File: config.mk
export PLATFORM = sky130hd
export DESIGN_NAME = multicycle_control_unit_flat
export DESIGN_NICKNAME = d
export VERILOG_FILES = /design/src/rtl/rv32_ctrl_pkg.sv /design/src/rtl/multicycle_control_unit_if.sv /design/src/rtl/rv32_decoder.sv /design/src/rtl/multicycle_control_unit.sv /design/src/flat_wrapper.sv
export SDC_FILE = /design/constraint.sdc
export NUM_CORES = 1
export LEC_CHECK = 0
export ABC_CLOCK_PERIOD_IN_PS = 1900
export CAP_MARGIN = 20
export CORE_MARGIN = 2
export CORE_UTILIZATION = 35
export DETAILED_ROUTE_END_ITERATION = 10
export PLACE_DENSITY_LB_ADDON = 0.08
export SLEW_MARGIN = 20
export SYNTH_ARGS = -nofsm -noshare
export SYNTH_HDL_FRONTEND = slang
export SYNTH_HIERARCHICAL = 1
export SYNTH_SLANG_ARGS = --single-unit
File: constraint.sdc
create_clock -name clk -period 1.9 [get_ports clk]
set_input_delay 0.38 -clock clk [delete_from_list [all_inputs] [get_ports clk]]
set_output_delay 0.38 -clock clk [all_outputs]
set_load 0.02 [all_outputs]
File: src/rtl/rv32_ctrl_pkg.sv
// Shared encodings for the multicycle RV32I control unit: opcodes, ALU codes,
// operand/immediate/memory selects, FSM states and the decoded control bundle.
package rv32_ctrl_pkg;

  localparam logic [6:0] OPC_LUI    = 7'b0110111;
  localparam logic [6:0] OPC_AUIPC  = 7'b0010111;
  localparam logic [6:0] OPC_JAL    = 7'b1101111;
  localparam logic [6:0] OPC_JALR   = 7'b1100111;
  localparam logic [6:0] OPC_BRANCH = 7'b1100011;
  localparam logic [6:0] OPC_LOAD   = 7'b0000011;
  localparam logic [6:0] OPC_STORE  = 7'b0100011;
  localparam logic [6:0] OPC_OPIMM  = 7'b0010011;
  localparam logic [6:0] OPC_OP     = 7'b0110011;
  localparam logic [6:0] OPC_FENCE  = 7'b0001111;

  localparam logic [6:0] F7_BASE   = 7'b0000000;
  localparam logic [6:0] F7_ALT    = 7'b0100000;
  localparam logic [6:0] F7_MULDIV = 7'b0000001;

  localparam logic [4:0] ALU_ADD    = 5'b00000;
  localparam logic [4:0] ALU_SUB    = 5'b00001;
  localparam logic [4:0] ALU_SLL    = 5'b00010;
  localparam logic [4:0] ALU_SLT    = 5'b00011;
  localparam logic [4:0] ALU_SLTU   = 5'b00100;
  localparam logic [4:0] ALU_XOR    = 5'b00101;
  localparam logic [4:0] ALU_SRL    = 5'b00110;
  localparam logic [4:0] ALU_SRA    = 5'b00111;
  localparam logic [4:0] ALU_OR     = 5'b01000;
  localparam logic [4:0] ALU_AND    = 5'b01001;
  localparam logic [4:0] ALU_ADDI   = 5'b01010;
  localparam logic [4:0] ALU_SLTI   = 5'b01011;
  localparam logic [4:0] ALU_SLTIU  = 5'b01100;
  localparam logic [4:0] ALU_XORI   = 5'b01101;
  localparam logic [4:0] ALU_ORI    = 5'b01110;
  localparam logic [4:0] ALU_ANDI   = 5'b01111;
  localparam logic [4:0] ALU_LUI    = 5'b10000;
  localparam logic [4:0] ALU_AUIPC  = 5'b10001;
  localparam logic [4:0] ALU_SLLI   = 5'b10010;
  localparam logic [4:0] ALU_SRLI   = 5'b10011;
  localparam logic [4:0] ALU_BEQ    = 5'b10100;
  localparam logic [4:0] ALU_BNE    = 5'b10101;
  localparam logic [4:0] ALU_BLT    = 5'b10110;
  localparam logic [4:0] ALU_BGE    = 5'b10111;
  localparam logic [4:0] ALU_BLTU   = 5'b11000;
  localparam logic [4:0] ALU_BGEU   = 5'b11001;
  localparam logic [4:0] ALU_SRAI   = 5'b11010;
  localparam logic [4:0] ALU_MULDIV = 5'b11011;

  localparam logic [2:0] EXT_I = 3'b000;
  localparam logic [2:0] EXT_B = 3'b001;
  localparam logic [2:0] EXT_J = 3'b010;
  localparam logic [2:0] EXT_S = 3'b011;
  localparam logic [2:0] EXT_U = 3'b100;

  localparam logic [2:0] MEM_B  = 3'b000;
  localparam logic [2:0] MEM_BU = 3'b001;
  localparam logic [2:0] MEM_H  = 3'b010;
  localparam logic [2:0] MEM_HU = 3'b011;
  localparam logic [2:0] MEM_W  = 3'b100;

  localparam logic       ASRC_RS1  = 1'b0;
  localparam logic       ASRC_PC   = 1'b1;
  localparam logic [1:0] BSRC_RS2  = 2'd0;
  localparam logic [1:0] BSRC_IMM  = 2'd1;
  localparam logic [1:0] BSRC_FOUR = 2'd2;

  localparam logic [1:0] PC_PLUS4 = 2'd0;
  localparam logic [1:0] PC_IMM   = 2'd1;
  localparam logic [1:0] PC_REG   = 2'd2;

  localparam logic [1:0] WB_ALU = 2'd0;
  localparam logic [1:0] WB_MEM = 2'd1;
  localparam logic [1:0] WB_PC4 = 2'd2;
  localparam logic [1:0] WB_MD  = 2'd3;

  localparam logic [31:0] NOP_INSN = 32'h0000_0013;

  typedef enum logic [2:0] {
    S_FETCH  = 3'd0,
    S_DECODE = 3'd1,
    S_EXEC   = 3'd2,
    S_MEM    = 3'd3,
    S_WB     = 3'd4,
    S_MDWAIT = 3'd5,
    S_TRAP   = 3'd6
  } state_t;

  typedef enum logic [2:0] {
    K_ALU, K_BRANCH, K_JAL, K_JALR, K_LOAD, K_STORE, K_MULDIV
  } kind_t;

  typedef struct packed {
    kind_t      kind;
    logic [2:0] ext_op;
    logic       alu_a_src;
    logic [1:0] alu_b_src;
    logic [4:0] alu_ctr;
    logic [2:0] mem_op;
    logic [1:0] wb_sel;
    logic       reg_wr;
  } ctrl_t;

endpackage

File: src/rtl/multicycle_control_unit_if.sv
// Control-unit bundle: memory/mul-div handshakes inbound, datapath controls outbound.
interface multicycle_control_unit_if #(parameter int XLEN = 32);
  logic            imem_req;
  logic            imem_valid;
  logic [XLEN-1:0] imem_rdata;
  logic            dmem_req;
  logic            dmem_ready;
  logic            branch_cond;
  logic            md_done;
  logic            md_start;
  logic            ir_we;
  logic            pc_we;
  logic [1:0]      pc_sel;
  logic [1:0]      wb_sel;
  logic [2:0]      ExtOp;
  logic            RegWr;
  logic            ALUASrc;
  logic [1:0]      ALUBSrc;
  logic [4:0]      ALUCtr;
  logic            MemWr;
  logic [2:0]      MemOp;
  logic            trap;
  logic [2:0]      state;

  modport master (
    input  imem_valid, imem_rdata, dmem_ready, branch_cond, md_done,
    output imem_req, dmem_req, md_start, ir_we, pc_we, pc_sel, wb_sel, ExtOp,
           RegWr, ALUASrc, ALUBSrc, ALUCtr, MemWr, MemOp, trap, state
  );

  modport slave (
    output imem_valid, imem_rdata, dmem_ready, branch_cond, md_done,
    input  imem_req, dmem_req, md_start, ir_we, pc_we, pc_sel, wb_sel, ExtOp,
           RegWr, ALUASrc, ALUBSrc, ALUCtr, MemWr, MemOp, trap, state
  );
endinterface

File: src/rtl/rv32_decoder.sv
// Purely combinational RV32I(+M) instruction decoder producing the control bundle
// and an illegal-instruction flag.
module rv32_decoder
  import rv32_ctrl_pkg::*;
#(
  parameter bit ENABLE_M = 1'b0
) (
  input  logic [31:0] ir,
  output ctrl_t       ctrl,
  output logic        illegal
);

  logic [6:0] opcode;
  logic [6:0] func7;
  logic [2:0] func3;
  logic       rd_nz;
  logic       unused_ir_bits;

  assign opcode         = ir[6:0];
  assign func3          = ir[14:12];
  assign func7          = ir[31:25];
  assign rd_nz          = (ir[11:7] != 5'd0);
  assign unused_ir_bits = ^ir[24:15];

  always_comb begin
    ctrl    = '0;
    illegal = 1'b0;
    case (opcode)
      OPC_LUI: begin
        ctrl.ext_op    = EXT_U;
        ctrl.alu_b_src = BSRC_IMM;
        ctrl.alu_ctr   = ALU_LUI;
        ctrl.reg_wr    = rd_nz;
      end
      OPC_AUIPC: begin
        ctrl.ext_op    = EXT_U;
        ctrl.alu_a_src = ASRC_PC;
        ctrl.alu_b_src = BSRC_IMM;
        ctrl.alu_ctr   = ALU_AUIPC;
        ctrl.reg_wr    = rd_nz;
      end
      OPC_JAL: begin
        ctrl.kind      = K_JAL;
        ctrl.ext_op    = EXT_J;
        ctrl.alu_a_src = ASRC_PC;
        ctrl.alu_b_src = BSRC_FOUR;
        ctrl.alu_ctr   = ALU_ADD;
        ctrl.wb_sel    = WB_PC4;
        ctrl.reg_wr    = rd_nz;
      end
      OPC_JALR: begin
        ctrl.kind      = K_JALR;
        ctrl.ext_op    = EXT_I;
        ctrl.alu_b_src = BSRC_IMM;
        ctrl.alu_ctr   = ALU_ADD;
        ctrl.wb_sel    = WB_PC4;
        ctrl.reg_wr    = rd_nz;
        illegal        = (func3 != 3'b000);
      end
      OPC_BRANCH: begin
        ctrl.kind   = K_BRANCH;
        ctrl.ext_op = EXT_B;
        case (func3)
          3'b000:  ctrl.alu_ctr = ALU_BEQ;
          3'b001:  ctrl.alu_ctr = ALU_BNE;
          3'b100:  ctrl.alu_ctr = ALU_BLT;
          3'b101:  ctrl.alu_ctr = ALU_BGE;
          3'b110:  ctrl.alu_ctr = ALU_BLTU;
          3'b111:  ctrl.alu_ctr = ALU_BGEU;
          default: illegal = 1'b1;
        endcase
      end
      OPC_LOAD: begin
        ctrl.kind      = K_LOAD;
        ctrl.ext_op    = EXT_I;
        ctrl.alu_b_src = BSRC_IMM;
        ctrl.alu_ctr   = ALU_ADD;
        ctrl.wb_sel    = WB_MEM;
        ctrl.reg_wr    = rd_nz;
        case (func3)
          3'b000:  ctrl.mem_op = MEM_B;
          3'b001:  ctrl.mem_op = MEM_H;
          3'b010:  ctrl.mem_op = MEM_W;
          3'b100:  ctrl.mem_op = MEM_BU;
          3'b101:  ctrl.mem_op = MEM_HU;
          default: illegal = 1'b1;
        endcase
      end
      OPC_STORE: begin
        ctrl.kind      = K_STORE;
        ctrl.ext_op    = EXT_S;
        ctrl.alu_b_src = BSRC_IMM;
        ctrl.alu_ctr   = ALU_ADD;
        case (func3)
          3'b000:  ctrl.mem_op = MEM_B;
          3'b001:  ctrl.mem_op = MEM_H;
          3'b010:  ctrl.mem_op = MEM_W;
          default: illegal = 1'b1;
        endcase
      end
      OPC_OPIMM: begin
        ctrl.ext_op    = EXT_I;
        ctrl.alu_b_src = BSRC_IMM;
        ctrl.reg_wr    = rd_nz;
        case (func3)
          3'b000: ctrl.alu_ctr = ALU_ADDI;
          3'b010: ctrl.alu_ctr = ALU_SLTI;
          3'b011: ctrl.alu_ctr = ALU_SLTIU;
          3'b100: ctrl.alu_ctr = ALU_XORI;
          3'b110: ctrl.alu_ctr = ALU_ORI;
          3'b111: ctrl.alu_ctr = ALU_ANDI;
          3'b001: begin
            ctrl.alu_ctr = ALU_SLLI;
            illegal      = (func7 != F7_BASE);
          end
          default: begin
            // Only shift-right immediates reach here; func7 picks logical vs arithmetic.
            ctrl.alu_ctr = (func7 == F7_ALT) ? ALU_SRAI : ALU_SRLI;
            illegal      = (func7 != F7_BASE) && (func7 != F7_ALT);
          end
        endcase
      end
      OPC_OP: begin
        ctrl.alu_b_src = BSRC_RS2;
        ctrl.reg_wr    = rd_nz;
        if (func7 == F7_MULDIV) begin
          ctrl.kind    = K_MULDIV;
          ctrl.alu_ctr = ALU_MULDIV;
          ctrl.wb_sel  = WB_MD;
          illegal      = !ENABLE_M;
        end else if (func7 == F7_BASE) begin
          case (func3)
            3'b000:  ctrl.alu_ctr = ALU_ADD;
            3'b001:  ctrl.alu_ctr = ALU_SLL;
            3'b010:  ctrl.alu_ctr = ALU_SLT;
            3'b011:  ctrl.alu_ctr = ALU_SLTU;
            3'b100:  ctrl.alu_ctr = ALU_XOR;
            3'b101:  ctrl.alu_ctr = ALU_SRL;
            3'b110:  ctrl.alu_ctr = ALU_OR;
            default: ctrl.alu_ctr = ALU_AND;
          endcase
        end else if (func7 == F7_ALT && func3 == 3'b000) begin
          ctrl.alu_ctr = ALU_SUB;
        end else if (func7 == F7_ALT && func3 == 3'b101) begin
          ctrl.alu_ctr = ALU_SRA;
        end else begin
          illegal = 1'b1;
        end
      end
      OPC_FENCE: illegal = (func3 != 3'b000);
      default:   illegal = 1'b1;
    endcase
  end

endmodule

File: src/rtl/multicycle_control_unit.sv
// Multicycle RV32I control FSM: FETCH/DECODE/EXEC/MEM/WB with mul/div wait,
// data-bus timeout and a sticky trap state left only through reset.
module multicycle_control_unit
  import rv32_ctrl_pkg::*;
#(
  parameter int XLEN        = 32,
  parameter bit ENABLE_M    = 1'b0,
  parameter int MEM_TIMEOUT = 16
) (
  input logic                        clk,
  input logic                        rst_n,
  multicycle_control_unit_if.master  bus
);

  localparam int             TMO_W    = $clog2(MEM_TIMEOUT);
  localparam logic [TMO_W-1:0] TMO_LAST = TMO_W'(MEM_TIMEOUT - 1);

  if (XLEN != 32) begin : g_xlen_check
    $error("multicycle_control_unit: only XLEN = 32 is supported");
  end
  if (MEM_TIMEOUT < 2) begin : g_timeout_check
    $error("multicycle_control_unit: MEM_TIMEOUT must be at least 2");
  end

  state_t            state_q, state_d;
  logic [XLEN-1:0]   ir_q;
  ctrl_t             ctrl_q, dec_ctrl;
  logic              dec_illegal;
  logic [TMO_W-1:0]  tmo_q, tmo_d;
  logic              is_jump;

  rv32_decoder #(.ENABLE_M(ENABLE_M)) u_decoder (
    .ir      (ir_q),
    .ctrl    (dec_ctrl),
    .illegal (dec_illegal)
  );

  assign is_jump = (ctrl_q.kind == K_JAL) || (ctrl_q.kind == K_JALR);

  always_ff @(posedge clk or negedge rst_n) begin
    if (!rst_n) begin
      state_q <= S_FETCH;
      ir_q    <= NOP_INSN;
      ctrl_q  <= '0;
      tmo_q   <= '0;
    end else begin
      state_q <= state_d;
      tmo_q   <= tmo_d;
      if (bus.ir_we) ir_q <= bus.imem_rdata;
      if (state_q == S_DECODE) ctrl_q <= dec_ctrl;
    end
  end

  always_comb begin
    state_d     = state_q;
    tmo_d       = '0;
    bus.imem_req = 1'b0;
    bus.dmem_req = 1'b0;
    bus.md_start = 1'b0;
    bus.ir_we    = 1'b0;
    bus.pc_we    = 1'b0;
    bus.pc_sel   = PC_PLUS4;
    bus.wb_sel   = WB_ALU;
    bus.ExtOp    = 3'b000;
    bus.RegWr    = 1'b0;
    bus.ALUASrc  = 1'b0;
    bus.ALUBSrc  = 2'b00;
    bus.ALUCtr   = 5'b00000;
    bus.MemWr    = 1'b0;
    bus.MemOp    = 3'b000;
    bus.trap     = 1'b0;
    bus.state    = state_q;
    // Outputs are forced low while reset is held, not just after the next edge.
    if (rst_n) begin
      if (state_q inside {S_EXEC, S_MEM, S_MDWAIT, S_WB}) begin
        bus.ExtOp   = ctrl_q.ext_op;
        bus.ALUASrc = ctrl_q.alu_a_src;
        bus.ALUBSrc = ctrl_q.alu_b_src;
        bus.ALUCtr  = ctrl_q.alu_ctr;
      end
      case (state_q)
        S_FETCH: begin
          bus.imem_req = 1'b1;
          if (bus.imem_valid) begin
            bus.ir_we = 1'b1;
            state_d   = S_DECODE;
          end
        end
        S_DECODE: state_d = dec_illegal ? S_TRAP : S_EXEC;
        S_EXEC: begin
          case (ctrl_q.kind)
            K_BRANCH: begin
              bus.pc_we  = 1'b1;
              bus.pc_sel = bus.branch_cond ? PC_IMM : PC_PLUS4;
              state_d    = S_FETCH;
            end
            K_JAL: begin
              bus.pc_we  = 1'b1;
              bus.pc_sel = PC_IMM;
              state_d    = S_WB;
            end
            K_JALR: begin
              bus.pc_we  = 1'b1;
              bus.pc_sel = PC_REG;
              state_d    = S_WB;
            end
            K_LOAD, K_STORE: state_d = S_MEM;
            K_MULDIV: begin
              bus.md_start = 1'b1;
              state_d      = S_MDWAIT;
            end
            default: state_d = S_WB;
          endcase
        end
        S_MEM: begin
          bus.dmem_req = 1'b1;
          bus.MemOp    = ctrl_q.mem_op;
          bus.MemWr    = (ctrl_q.kind == K_STORE);
          // A ready arriving on the final allowed cycle still completes the access.
          if (bus.dmem_ready) begin
            if (ctrl_q.kind == K_STORE) begin
              bus.pc_we = 1'b1;
              state_d   = S_FETCH;
            end else begin
              state_d = S_WB;
            end
          end else if (tmo_q == TMO_LAST) begin
            state_d = S_TRAP;
          end else begin
            tmo_d = tmo_q + 1'b1;
          end
        end
        S_MDWAIT: if (bus.md_done) state_d = S_WB;
        S_WB: begin
          bus.RegWr  = ctrl_q.reg_wr;
          bus.wb_sel = ctrl_q.wb_sel;
          bus.MemOp  = ctrl_q.mem_op;
          bus.pc_we  = !is_jump;
          state_d    = S_FETCH;
        end
        S_TRAP:  bus.trap = 1'b1;
        default: state_d = S_TRAP;
      endcase
    end
  end

endmodule

File: src/flat_wrapper.sv
// flat-port wrapper written by rule: the top's interface ports become plain ports
module multicycle_control_unit_flat import rv32_ctrl_pkg::*;
#(
  parameter int XLEN        = 32,
  parameter bit ENABLE_M    = 1'b0,
  parameter int MEM_TIMEOUT = 16
)
  (clk, rst_n, bus_imem_valid, bus_imem_rdata, bus_dmem_ready, bus_branch_cond, bus_md_done, bus_imem_req, bus_dmem_req, bus_md_start, bus_ir_we, bus_pc_we, bus_pc_sel, bus_wb_sel, bus_ExtOp, bus_RegWr, bus_ALUASrc, bus_ALUBSrc, bus_ALUCtr, bus_MemWr, bus_MemOp, bus_trap, bus_state);
  multicycle_control_unit_if #(.XLEN(XLEN)) bus_i ();
  input logic clk;
  input logic rst_n;
  input wire logic [$bits(bus_i.imem_valid)-1:0] bus_imem_valid;
  input wire logic [$bits(bus_i.imem_rdata)-1:0] bus_imem_rdata;
  input wire logic [$bits(bus_i.dmem_ready)-1:0] bus_dmem_ready;
  input wire logic [$bits(bus_i.branch_cond)-1:0] bus_branch_cond;
  input wire logic [$bits(bus_i.md_done)-1:0] bus_md_done;
  output wire logic [$bits(bus_i.imem_req)-1:0] bus_imem_req;
  output wire logic [$bits(bus_i.dmem_req)-1:0] bus_dmem_req;
  output wire logic [$bits(bus_i.md_start)-1:0] bus_md_start;
  output wire logic [$bits(bus_i.ir_we)-1:0] bus_ir_we;
  output wire logic [$bits(bus_i.pc_we)-1:0] bus_pc_we;
  output wire logic [$bits(bus_i.pc_sel)-1:0] bus_pc_sel;
  output wire logic [$bits(bus_i.wb_sel)-1:0] bus_wb_sel;
  output wire logic [$bits(bus_i.ExtOp)-1:0] bus_ExtOp;
  output wire logic [$bits(bus_i.RegWr)-1:0] bus_RegWr;
  output wire logic [$bits(bus_i.ALUASrc)-1:0] bus_ALUASrc;
  output wire logic [$bits(bus_i.ALUBSrc)-1:0] bus_ALUBSrc;
  output wire logic [$bits(bus_i.ALUCtr)-1:0] bus_ALUCtr;
  output wire logic [$bits(bus_i.MemWr)-1:0] bus_MemWr;
  output wire logic [$bits(bus_i.MemOp)-1:0] bus_MemOp;
  output wire logic [$bits(bus_i.trap)-1:0] bus_trap;
  output wire logic [$bits(bus_i.state)-1:0] bus_state;
  assign bus_i.imem_valid = bus_imem_valid;
  assign bus_i.imem_rdata = bus_imem_rdata;
  assign bus_i.dmem_ready = bus_dmem_ready;
  assign bus_i.branch_cond = bus_branch_cond;
  assign bus_i.md_done = bus_md_done;
  assign bus_imem_req = bus_i.imem_req;
  assign bus_dmem_req = bus_i.dmem_req;
  assign bus_md_start = bus_i.md_start;
  assign bus_ir_we = bus_i.ir_we;
  assign bus_pc_we = bus_i.pc_we;
  assign bus_pc_sel = bus_i.pc_sel;
  assign bus_wb_sel = bus_i.wb_sel;
  assign bus_ExtOp = bus_i.ExtOp;
  assign bus_RegWr = bus_i.RegWr;
  assign bus_ALUASrc = bus_i.ALUASrc;
  assign bus_ALUBSrc = bus_i.ALUBSrc;
  assign bus_ALUCtr = bus_i.ALUCtr;
  assign bus_MemWr = bus_i.MemWr;
  assign bus_MemOp = bus_i.MemOp;
  assign bus_trap = bus_i.trap;
  assign bus_state = bus_i.state;
  multicycle_control_unit #(.XLEN(XLEN), .ENABLE_M(ENABLE_M), .MEM_TIMEOUT(MEM_TIMEOUT)) u_core (.clk(clk), .rst_n(rst_n), .bus(bus_i));
endmodule
==> metrics.md <==
| Metric | Value |
|---|---|
| Status | finished with violations |
| Failing checks | negative setup slack |
| Fillers | just under 800 |
| Vias | 2763 |
| Pin count of the biggest net entering global routing | 34 |
| Root buffer cell | clkbuf_8 |
| Combinational share of power | 58.4% |
| Syn_nets | approximately 360 |
| Sequential share of power | 28.6% |
| First-pass GRT wire length | about 13000 um |
| Core area | 8720 um^2 |
| Setup Skew | ~0.012 ns |
| Mean Syn Cell Area | between 9 and 10 um^2 |
| Clk pin slew, worst setup/hold paths | 0.10 ns |
| WP depth | 7 |
| Antenna Nets Post-Route | 0 |
| Gpl congestion | just under 0.8 |
| Power Density | 1280 nW/um^2 |
| Avg Vias per Cell | a little over 5 |
| Routed WL | between 8000 and 9000 um |
| Layout cell share with drive strength beyond 1 | approximately 48% |
| IO Pins | 67 |
| Switching power | between 0.002 and 0.0025 W |
| Reg2reg start | u_core/ir_q[4]$_DFFE_PN1P_ |
| Fin crit share | 108% |
| Final hold violations | 0 |
| Nets | ~480 |
| Fmax | between 400 and 500 MHz |
| Worst r2r dst | u_core/bus.state[2]$_DFFE_PN0P_ |
| Critical path peak fanout | 7 |
| CP Capture Type | flop |
| Initial antenna violation count | 0 |
| CP Cell Sequence | nor2b_1, o32ai_1, and3_1, a2111oi_4, o211ai_1, o22a_1, o22a_1 |
| Setup CP Type | flop to flop |
| Clk pwr share | between 10% and 20% |
| TritonCTS Buffers | 5 |
| CTS Sinks | around 50 |
| Synthesized area | roughly 3100 um^2 |
| Final worst setup slack | -0.149 ns |
| Initial drt markers | 148 |
| CP Launch Type | flop |
| # DRC | 0 |
| R2R setup slack | -0.15 ns |
| WP data arrival | 2.24 ns |
| TritonCTS clock tree | yes |
| Wirelength per Cell | 14.9 um |
| Sw frac | 36.9% |
| Peak VDD IR | 0.000690 V |
| Setup crit start | u_core/ir_q[4]$_DFFE_PN1P_ |
| Die area | between 9000 and 10000 um^2 |
| Max_cap viols | 0 |
| Synth Warn # | 6 |
| Slowest CP cell | dfstp_2 |
| Total Power | just over 0.006 W |
| I/O Buffers | 56 |
| Drt first pass iters | 4 |
| Unrepaired setup endpoints after global routing | yes |
| Initial Util | a little over a third |
| Finish-stage setup viols | 11 |
| Gr usage total | between 15 and 20% |
| H-tree depth | 2 |
| Family with the most delay on the worst path | compound AO/OA/AOI/OAI gates |
| Min Tclk post-route | a little over 2 ns |
| Slew at the pin with the worst max-slew slack | about 0.44 ns |
| Latest clock arrival within the worst-skew pair | approximately 0.31 ns |
| WP buf/inv | 0 |
| Syn Inst Count | roughly 320 |
| Synth-to-layout area growth | 49.8% |
| Util after Layout | about 54% |
| Final slew viol count | 0 |
| Die H | between 90 and 100 um |
| Grt ovf | 0 |
| Worst Path Required | around 2.1 ns |
| N_diodes | 0 |
| Internal power | 0.00380 W |
| Worst slew margin | 70.5% |
| Max Buffers Root-to-Sink | 2 |
| Dpl hpwl | 5910 um |
| Hold Crit Class | primary input to async pin |
| Die Width | 98.7 um |
| Worst Setup EP | u_core/bus.state[2]$_DFFE_PN0P_ |
| Vias in the first global route | 2704 |
| Core Rows | 34 |
| Worst path max stage delay | between 0.6 and 0.7 ns |
| CP dominant cell by count | o22a_1 |
| Worst reg-to-reg path cell count | 7 |
| Leak | approximately 2.2 nW |
layer usage:
metal  GRT usage (%)  part of all wire (%)  vias to the layer above  wire length (um)
li1                -                     -                     1363                 -
met1            21.3                    44                     1323              3610
met2            27.7                    49                       63              4010
met3            2.77                   4.2                       14               343
met4            6.32                   2.1                        0               170
met5               0                     0                        -                 0
worst min-delay path by stage:
stage | endpoint | slack [ns] | start
5_1_grt | u_core/bus.state[2]$_DFFE_PN0P_ | 0.25 | rst_n
2_1_floorplan | u_core/bus.state[0]$_DFFE_PN0P_ | 0.08 | rst_n
6_report | u_core/bus.state[1]$_DFFE_PN0P_ | 0.23 | rst_n
3_3_place_gp | u_core/bus.state[0]$_DFFE_PN0P_ | 0.31 | rst_n
4_1_cts | u_core/bus.state[1]$_DFFE_PN0P_ | 0.21 | rst_n
3_5_place_dp | u_core/bus.state[0]$_DFFE_PN0P_ | 0.31 | rst_n
through the flow:
stage / cell area [um^2] / setup WS (ns) / setup TNS (ns) / hold WS [ns] / std cells
floorplan: 3150 / -0.0848 / -0.170 / 0.0844 / 316
global placement: 4200 / -0.315 / -4.19 / 0.306 / 524
global route: 4700 / -0.205 / -2.21 / 0.250 / 545
CTS: 4490 / -0.141 / -0.892 / 0.214 / 539
detailed placement: 4200 / -0.340 / -4.37 / 0.305 / 524
finish: 4700 / -0.149 / -0.644 / 0.226 / 545
cells in the final DEF, fill, tap and decap left out, drive strengths merged, types with 3 or more instances in the layout:
master / instances
a211o: 3
a21oi: 14
and2: 15
and3: 5
buf: 105
clkbuf: 8
clkdlybuf4s50: 26
dfrtp: 46
dfstp: 3
inv: 13
mux2: 39
nand2: 24
nand2b: 7
nand3: 11
nand4: 4
nor2: 20
nor2b: 10
nor3: 8
nor3b: 4
nor4: 4
o211ai: 4
o21ai: 17
o21bai: 3
or4: 3
registers in the layout, summed over array words and instances, names as in the netlist:
name              flops
u_core/ctrl_q        20
u_core/tmo_q          4
u_core/bus.state      3
u_core/ir_q          22
final cells by class:
cell class,instances,area [um^2],area share [%]
Inverter,13,48.8,1.04
Tap cell,108,135,2.87
Timing Repair Buffer,137,1250,26.5
Clock inverter,2,37.5,0.798
Clock buffer,6,82.6,1.76
Sequential cell,49,1230,26.2
Multi-Input combinational cell,230,1920,40.8
power groups by stage:
stage	clock network, W	registers (W)	logic [W]
3_5_place_dp	0	0.00173	0.00296
3_3_place_gp	0	0.00173	0.00294
2_1_floorplan	0	0.00167	0.00182
5_1_grt	0.000862	0.00178	0.00380
4_1_cts	0.000814	0.00172	0.00320
6_report	0.000789	0.00172	0.00352
worst register-to-register path: stages, from the launching register on:
cell       delay [ns]
dfstp_2          0.61
nor2b_1          0.15
o32ai_1          0.08
and3_1           0.17
a2111oi_4        0.32
o211ai_1         0.20
o22a_1           0.23
o22a_1           0.19
timing repair:
action                                 CTS  global route
setup endpoints to repair               31            47
buffers inserted                         6             6
hold buffers                             1             0
cloned                                   0             2
resized for setup                      170            48
endpoints found under the hold margin    1             0
pin swaps                               20            22
(Power assumes the default switching activity.)
